<file path="config.mk">
export PLATFORM = sky130hd
export DESIGN_NAME = r2r_dac_sequencer_flat
export DESIGN_NICKNAME = d
export VERILOG_FILES = /design/src/rtl/r2r_dac_sequencer_if.sv /design/src/rtl/r2r_dac_sequencer.sv /design/src/flat_wrapper.sv
export SDC_FILE = /design/constraint.sdc
export NUM_CORES = 1
export LEC_CHECK = 0
export ABC_CLOCK_PERIOD_IN_PS = 5000
export BUFFER_PORTS_ARGS = -buffer_cell sky130_fd_sc_hd__buf_2
export CAP_MARGIN = 10
export CORE_MARGIN = 2
export CORE_UTILIZATION = 61
export DETAILED_ROUTE_END_ITERATION = 12
export GPL_TIMING_DRIVEN = 0
export MAX_ROUTING_LAYER = met4
export PLACE_DENSITY = 0.85
export SLEW_MARGIN = 20
export SYNTH_ARGS = -nofsm -noshare
export SYNTH_HDL_FRONTEND = slang
export SYNTH_SLANG_ARGS = --single-unit
</file>
<file path="constraint.sdc">
create_clock -name clk -period 5 [get_ports clk]
set_input_delay 0.25 -clock clk [delete_from_list [all_inputs] [get_ports clk]]
set_output_delay 0.25 -clock clk [all_outputs]
set_load 0.02 [all_outputs]
</file>
<file path="src/rtl/r2r_dac_sequencer_if.sv">
// Pad-side bus of the R2R DAC sequencer: control, FIFO write handshake and DAC outputs.
// The master drives control/write data; the sequencer (slave) drives the DAC code and status.
interface r2r_dac_sequencer_if #(
  parameter int WIDTH = 4,
  parameter int DEPTH = 4,
  parameter int DIV_W = 8
);
  localparam int LVL_W = $clog2(DEPTH + 1);

  logic [1:0]       mode;
  logic             load_divider;
  logic [DIV_W-1:0] div_value;
  logic             in_valid;
  logic [WIDTH-1:0] in_data;
  logic             in_ready;
  logic [WIDTH-1:0] r2r_out;
  logic             sample_tick;
  logic             underrun;
  logic [LVL_W-1:0] fifo_level;

  modport master (
    output mode, load_divider, div_value, in_valid, in_data,
    input  in_ready, r2r_out, sample_tick, underrun, fifo_level
  );

  modport slave (
    input  mode, load_divider, div_value, in_valid, in_data,
    output in_ready, r2r_out, sample_tick, underrun, fifo_level
  );
endinterface

</file>
<file path="src/rtl/r2r_dac_sequencer.sv">
// Sample-rate sequencer for the 4-bit R2R DAC: programmable divider picks the sample instants,
// each sample sourced from a small FIFO, a ramp, a triangle or the direct input nibble.
module r2r_dac_sequencer #(
  parameter int          WIDTH   = 4,
  parameter int          DEPTH   = 4,
  parameter int          DIV_W   = 8,
  parameter int unsigned DIV_RST = 9
) (
  input  logic                  clk,
  input  logic                  n_rst,
  r2r_dac_sequencer_if.slave    bus
);
  localparam int PTR_W = (DEPTH > 1) ? $clog2(DEPTH) : 1;
  localparam int LVL_W = $clog2(DEPTH + 1);

  typedef enum logic [1:0] {
    MODE_FIFO   = 2'b00,
    MODE_RAMP   = 2'b01,
    MODE_TRI    = 2'b10,
    MODE_DIRECT = 2'b11
  } mode_e;

  typedef enum logic {DIR_UP = 1'b0, DIR_DN = 1'b1} dir_e;

  mode_e            mode;
  dir_e             dir_q, dir_d;
  logic [DIV_W-1:0] cnt, div_reg;
  logic [WIDTH-1:0] r2r_q, r2r_d;
  logic             und_d, sample_tick_q, underrun_q;
  logic             tick, push, pop, fifo_empty, fifo_full, in_ready;

  logic [WIDTH-1:0] mem [DEPTH];
  logic [PTR_W-1:0] wr_ptr, rd_ptr;
  logic [LVL_W-1:0] level;

  assign mode       = mode_e'(bus.mode);
  // A load restarts the count, so it also suppresses a tick that would land on that cycle.
  assign tick       = !bus.load_divider && (cnt == '0);
  assign fifo_empty = (level == '0);
  assign fifo_full  = (level == LVL_W'(DEPTH));
  assign in_ready   = !fifo_full && (mode != MODE_DIRECT);
  // Pop uses pre-push occupancy: data pushed on a tick cycle is only seen on the next tick.
  assign push       = bus.in_valid && in_ready;
  assign pop        = tick && (mode == MODE_FIFO) && !fifo_empty;

  assign bus.in_ready    = in_ready;
  assign bus.r2r_out     = r2r_q;
  assign bus.sample_tick = sample_tick_q;
  assign bus.underrun    = underrun_q;
  assign bus.fifo_level  = level;

  always_comb begin
    r2r_d = r2r_q;
    dir_d = dir_q;
    und_d = 1'b0;
    if (tick) begin
      unique case (mode)
        MODE_FIFO: begin
          if (fifo_empty) und_d = 1'b1;
          else            r2r_d = mem[rd_ptr];
        end
        MODE_RAMP: r2r_d = r2r_q + WIDTH'(1);
        MODE_TRI: begin
          if (r2r_q == '1) begin
            dir_d = DIR_DN;
            r2r_d = r2r_q - WIDTH'(1);
          end else if (r2r_q == '0) begin
            dir_d = DIR_UP;
            r2r_d = WIDTH'(1);
          end else if (dir_q == DIR_UP) begin
            r2r_d = r2r_q + WIDTH'(1);
          end else begin
            r2r_d = r2r_q - WIDTH'(1);
          end
        end
        MODE_DIRECT: r2r_d = bus.in_data;
        default: ;
      endcase
    end
  end

  always_ff @(posedge clk) begin
    if (!n_rst) begin
      r2r_q         <= '0;
      dir_q         <= DIR_UP;
      cnt           <= DIV_W'(DIV_RST);
      div_reg       <= DIV_W'(DIV_RST);
      wr_ptr        <= '0;
      rd_ptr        <= '0;
      level         <= '0;
      sample_tick_q <= 1'b0;
      underrun_q    <= 1'b0;
    end else begin
      r2r_q         <= r2r_d;
      dir_q         <= dir_d;
      sample_tick_q <= tick;
      underrun_q    <= und_d;
      if (bus.load_divider) begin
        div_reg <= bus.div_value;
        cnt     <= bus.div_value;
      end else if (cnt == '0) begin
        cnt <= div_reg;
      end else begin
        cnt <= cnt - DIV_W'(1);
      end
      if (push) wr_ptr <= wr_ptr + PTR_W'(1);
      if (pop)  rd_ptr <= rd_ptr + PTR_W'(1);
      unique case ({push, pop})
        2'b10:   level <= level + LVL_W'(1);
        2'b01:   level <= level - LVL_W'(1);
        default: level <= level;
      endcase
    end
  end

  // Storage needs no reset: occupancy alone decides what is valid.
  always_ff @(posedge clk) begin
    if (push) mem[wr_ptr] <= bus.in_data;
  end
endmodule

</file>
<file path="src/flat_wrapper.sv">
// flat-port wrapper written by rule: the top's interface ports become plain ports
module r2r_dac_sequencer_flat 
#(
  parameter int          WIDTH   = 4,
  parameter int          DEPTH   = 4,
  parameter int          DIV_W   = 8,
  parameter int unsigned DIV_RST = 9
)
  (clk, n_rst, bus_mode, bus_load_divider, bus_div_value, bus_in_valid, bus_in_data, bus_in_ready, bus_r2r_out, bus_sample_tick, bus_underrun, bus_fifo_level);
  r2r_dac_sequencer_if #(.WIDTH(WIDTH), .DEPTH(DEPTH), .DIV_W(DIV_W)) bus_i ();
  input  logic clk;
  input  logic n_rst;
  input wire logic [$bits(bus_i.mode)-1:0] bus_mode;
  input wire logic [$bits(bus_i.load_divider)-1:0] bus_load_divider;
  input wire logic [$bits(bus_i.div_value)-1:0] bus_div_value;
  input wire logic [$bits(bus_i.in_valid)-1:0] bus_in_valid;
  input wire logic [$bits(bus_i.in_data)-1:0] bus_in_data;
  output wire logic [$bits(bus_i.in_ready)-1:0] bus_in_ready;
  output wire logic [$bits(bus_i.r2r_out)-1:0] bus_r2r_out;
  output wire logic [$bits(bus_i.sample_tick)-1:0] bus_sample_tick;
  output wire logic [$bits(bus_i.underrun)-1:0] bus_underrun;
  output wire logic [$bits(bus_i.fifo_level)-1:0] bus_fifo_level;
  assign bus_i.mode = bus_mode;
  assign bus_i.load_divider = bus_load_divider;
  assign bus_i.div_value = bus_div_value;
  assign bus_i.in_valid = bus_in_valid;
  assign bus_i.in_data = bus_in_data;
  assign bus_in_ready = bus_i.in_ready;
  assign bus_r2r_out = bus_i.r2r_out;
  assign bus_sample_tick = bus_i.sample_tick;
  assign bus_underrun = bus_i.underrun;
  assign bus_fifo_level = bus_i.fifo_level;
  r2r_dac_sequencer #(.WIDTH(WIDTH), .DEPTH(DEPTH), .DIV_W(DIV_W), .DIV_RST(DIV_RST)) u_core (.clk(clk), .n_rst(n_rst), .bus(bus_i));
endmodule
</file>
==> flow_summary.yaml, run 1 <==
finish:
  regArea_sq_um: 1121
  n_antenna_cell: 0
  multi_input_area_sq_um: 1214
  final_common_cell: "dfxtp_1"
  instances_no_fill: 325
  area_delta_synth_final_pct: 11.63
  nets: 303
  layout_common_cells: "dfxtp_1, buf_2, nand2_1"
  fill_cells: 290
  layout-drive-gt1-share: 0.1818
  largest_reg_flops: 16
timing:
  worst_pin_slew_ns: 0.5913
  setup_tns_ns: 0
  rsz0062_at_grt: "false"
  max_freq_ghz: 0.3332
  fin_worst_skew_ns: 0.008726
  finalMaxSlewViolations: 0
  finalCriticalPeriod_ns: 3.001
  whs_ns: 0.1892
  hold_viol_final: 0
  timing.final.crit_share: 0.6003
  max_slew_margin: 0.6049
  setup_viol: 0
power_and_ir_drop:
  p_leak_uw: 0.001059
  max-vdd-ir-drop_v: 0.0002686
  power_density_nw_per_um2: 279.4
  finalPower_uw: 768.5
logic_synthesis:
  synth_edf_count: 16
  synth_ff_type: "dfxtp_1"
  synth_nets: 270
  syn-instance-count: 241
  synth_top_area_frac: 0.2600
  synthArstFlopShare: 0
  ys_ff_latch: 48
  synth.avg_cell_area_sq_um: 10.22
  synth_cell_types: 58
  yosysSeqAreaShare: 0.4551
  synth.area.top_cells: "dfxtp_1, edfxtp_1, ha_1"
  synth.largest_area_cell: "dfxtp_1"
  syn-cell-area_sq_um: 2464
  yosysWarnings: 0
worst_setup_path:
  crit_arrival_ns: 3.23
  critPathMaxStageDelay_ns: 0.55
  crit_path_start_kind: "flop"
  crit_chain: "inv_1, ha_1, or4b_1, nor4_4, ha_1, inv_1, fa_1, xor2_1, or3_1, a21boi_0"
  critPathBufInv: 2
  crit_fanout: 5
  critPathKind: "reg -> reg"
  crit_family: "simple AND/OR/NAND/NOR gates"
  cp_slowest_cell: "or4b_1"
  worstSetupEndpointType: "flop"
  cp.required_ns: 5.22
min_path:
  worstHoldPathType: "in -> reg"
floorplan:
  io_pins: 28
  core_sq_um: 3943
  start_util: 0.6249
  die-area_sq_um: 4563
  rows: 23
  die_x_um: 67.55
  die_h_um: 67.55
detailed_routing:
  drc: 0
  routed_wl_um: 4606
  drtIter0Drc: 159
  firstDrtPassIters: 4
  vias_per_cell: 5.708
  vias: 1855
  wl_per_cell_um: 14.17
  final_antenna_net_count: 0
placement:
  port_buffers: 26
  place_inst: 317
  gp_congestion: 0.8403
  dp_hpwl_um: 3324
cts:
  ctsHtreeMaxLevel: 2
  cts_resized: 0
  clkLatencyLatePin_ns: 0.30
  postCtsHoldBufs: 0
  cts_buffers: 5
  clkSinkCount: 48
  clock_path_buffers: 2
  cts_tree: "built"
  cts_root_buf: "clkbuf_8"
  path_clk_slew_ns: 0.09
  post_cts_buffers: 0
grt:
  grt_max_degree: 14
  grt_usage: 0.2320
  grt-ovfl-total: 0
  grt_pass1_wl_um: 7472
  grt_pass1_vias: 1640
  antenna_found_initial: 0
run:
  maxCapViolCount: 0
run_status:
  status: "finished clean"
final cells by class:
type                            instances  share of cell area
Inverter                               14             0.01911
Buffer                                 12             0.02775
Clock buffer                            8             0.03412
Sequential cell                        48              0.4076
Tap cell                               50             0.02275
Timing Repair Buffer                   26             0.04732
Multi-Input combinational cell        167              0.4413
cell usage after synthesis, drive strengths merged (2+ instances only):
cell / n
dfxtp: 32
nand2: 24
a21boi: 17
edfxtp: 16
inv: 13
o21ai: 12
nor2: 11
and2: 10
ha: 10
a21oi: 8
clkbuf: 8
xnor2: 7
a31oi: 5
and3: 4
buf: 4
nand3: 4
nor2b: 4
or4: 4
xor2: 4
mux4: 3
nand2b: 3
nor3: 3
a211o: 2
mux2i: 2
nor3b: 2
o211ai: 2
o221ai: 2
o41ai: 2
or3: 2
or3b: 2
power breakdown:
group          switching (uW)  leakage, uW  internal [uW]  total, uW
Sequential               12.2     0.000408            420        432
Clock                     120    0.0000489            118        239
Combinational            54.5     0.000601           43.3       97.8
Total                     187      0.00106            581        769
metal layers:
| layer | vias to the layer above | GRT usage | wire (um) |
|---|---|---|---|
| met5 | - | - | 0 |
| met4 | 0 | 0.06888 | 57 |
| met2 | 52 | 0.3554 | 2174 |
| met3 | 5 | 0.05500 | 264 |
| met1 | 867 | 0.3068 | 2110 |
| li1 | 931 | - | - |
metrics by stage:
stage               instance area, sq um  utilization  worst slack, ns
floorplan                           2464            -            2.291
global placement                    2656       0.6738            2.088
detailed placement                  2656       0.6738            2.053
CTS                                 2750       0.6976            2.003
global route                        2750       0.6976            1.830
finish                              2750       0.6976            1.999
cells by family (layout without fill, tap and decap cells):
logic type,count (synthesis),in the layout,share of synthesized area
AO/OA/AOI/OAI,61,61,0.1732
XOR/XNOR,11,11,0.03911
adder cells (fa/ha/maj),11,11,0.05891
buffers and inverters,26,60,0.05231
flip-flops,48,48,0.4551
multiplexers,5,5,0.03555
AND/OR/NAND/NOR,79,79,0.1859
path summary, 6_finish.rpt:
path,from,end,slack (ns),cells after the start
worst max-delay path,u_core.cnt[0],u_core.bus.fifo_level[2],2.00,10
worst min-delay path,bus_in_data[2],u_core.mem[0][2],0.19,1
worst max register to register,u_core.cnt[0],u_core.bus.fifo_level[2],2.00,10
worst min register to register,u_core.div_reg[2],u_core.div_reg[2],0.48,2
Note: power is estimated with default switching activity, not from simulation.
==> run 2: changes to the inputs <==
ABC_CLOCK_PERIOD_IN_PS = 2600   (was 5000)
CORE_UTILIZATION = 52   (was 61)
PLACE_DENSITY = 0.77   (was 0.85)
clock period = 2.6 ns   (was 5 ns; I/O delays follow)
==> run 2 against run 1 <==
  * Via count is 1.1% higher
  * Critical path depth is 1 lower
  * Sequential share of layout area is 1.3 points lower
  * Global-route usage is 2.9 points lower
  * Register-to-register slack worse by 2.0 ns
  * Sequential power is 92% higher
  * Worst hold slack worse by 0.13 ns
  * Largest cell class unchanged
  * Largest power group unchanged
==> flow_summary.yaml, run 2 (synthesized netlist as in run 1, its figures left out) <==
cts:
  ctsHtreeMaxLevel: 2
  path_clk_slew_ns: 0.08
  clkLatencyLatePin_ns: 0.30
  cts_tree: "built"
  clkSinkCount: 48
  postCtsHoldBufs: 0
  clock_path_buffers: 2
  cts_buffers: 5
  cts_root_buf: "clkbuf_8"
grt:
  grt-busiest-layer: "met2"
  antenna_found_initial: 0
  grt_usage: 0.2033
  grt_pass1_vias: 1763
  grt_max_degree: 14
  grt-ovfl-total: 0
  use_met3: 0.03177
  grt_pass1_wl_um: 8010
  met2_usage: 0.3131
  met1_usage: 0.2667
detailed_routing:
  wl_per_cell_um: 14.15
  drc: 0
  vias_per_cell: 5.515
  drtIter0Drc: 118
  vias: 1875
  firstDrtPassIters: 4
  final_antenna_net_count: 0
  routed_wl_um: 4810
placement:
  port_buffers: 26
  dp_hpwl_um: 3468
  gp_congestion: 0.7854
  post_dp_cell_area_sq_um: 2668
timing:
  worst_pin_slew_ns: 0.6309
  finalCriticalPeriod_ns: 2.581
  rsz0062_at_grt: "true"
  timing.final.crit_share: 0.9928
  hold_viol_final: 0
  setup_viol: 0
  finalMaxSlewViolations: 0
  max_freq_ghz: 0.3874
  fin_worst_skew_ns: 0.004961
  max_slew_margin: 0.5785
worst_setup_path:
  critPathKind: "reg -> reg"
  worstSetupEndpointType: "flop"
  crit_fanout: 5
  worstRegToRegCells: 9
  crit_arrival_ns: 2.82
  cp.required_ns: 2.84
  crit_path_start_kind: "flop"
finish:
  nets: 314
  layout_common_cells: "dfxtp_1, buf_2, nand2_1"
  final_common_cell: "dfxtp_1"
  fill_cells: 396
  final_cell_area_sq_um: 2855
  fin_util: 0.6168
  largest_reg_flops: 16
  n_antenna_cell: 0
  area_delta_synth_final_pct: 15.90
  layout-drive-gt1-share: 0.2517
min_path:
  worstHoldPathType: "in -> reg"
  whs_path_depth: 1
power_and_ir_drop:
  switching_power_uw: 374.9
  p_leak_uw: 0.001105
  p_sw_frac: 0.2551
  p_comb_frac: 0.144
  cellInternalPower_uw: 1095
  finalPower_uw: 1470
  clkPwrFrac: 0.291
  seq_power_share: 0.565
  power_density_nw_per_um2: 514.8
  max-vdd-ir-drop_v: 0.0003873
floorplan:
  die_x_um: 72.83
  core_sq_um: 4629
  die-area_sq_um: 5304
  die_h_um: 72.83
  rows: 25
  start_util: 0.5322
  io_pins: 28
run:
  maxCapViolCount: 0
run_status:
  status: "finished clean"
-- run 2: power groups by stage --
stage / clock network [uW] / registers (uW) / logic (uW)
after detailed placement: 0 / 848 / 190
after floorplan: 0 / 847 / 134
after CTS: 435 / 829 / 206
after global placement: 0 / 846 / 186
after global routing: 461 / 836 / 236
final: 428 / 831 / 211
-- run 2: cell type report --
class                      instances  area [sq um]  share of cell area
inverter                          14         52.55             0.01840
sequential                        48          1127              0.3948
clock inverter                     1         3.754            0.001315
tap                               54         67.56             0.02366
multi-input combinational        167          1239              0.4338
clock buffer                       7         76.32             0.02673
timing repair buffer              37         212.7             0.07450
buffer                            12         76.32             0.02673
-- run 2: stage by stage --
step                cells  hold WS, ns  setup TNS (ns)  worst slack [ns]
CTS                   337      0.05699               0          0.004522
finish                340      0.06356               0           0.01875
floorplan             241       0.2289               0           0.01599
global route          340      0.06101        -0.07481          -0.07481
detailed placement    321       0.3757         -0.1782           -0.1782
global placement      321       0.3709         -0.1213           -0.1213
-- run 2: per-layer routing --
| layer | up-vias | part of all wire |
|---|---|---|
| met3 | 9 | 0.038 |
| met1 | 863 | 0.47 |
| li1 | 959 | - |
| met5 | - | 0 |
| met2 | 44 | 0.47 |
| met4 | 0 | 0.021 |
-- run 2: path summary, 6_finish.rpt --
kind	from	end	slack, ns
setup / recovery	u_core.cnt[5]	u_core.bus.fifo_level[2]	0.02
hold / removal	bus_in_data[2]	u_core.mem[3][2]	0.06
setup reg to reg	u_core.cnt[5]	u_core.bus.fifo_level[2]	0.02
hold reg to reg	u_core.div_reg[3]	u_core.div_reg[3]	0.46
-- run 2: timing repair --
action / 4_1_cts / 5_1_grt
pin swaps: 4 / 2
buffers inserted: 8 / 3
resized for setup: 9 / 4
setup endpoints to repair: 1 / 1
-- run 2: worst max-delay path, stage by stage (launching register included) --
cell and delay [ns]:
dfxtp_2 0.34, or4_4 0.53, buf_6 0.15, nor4_4 0.32
ha_2 0.25, inv_2 0.04, fa_2 0.33, xor2_1 0.15
or3_1 0.30, a21boi_1 0.12
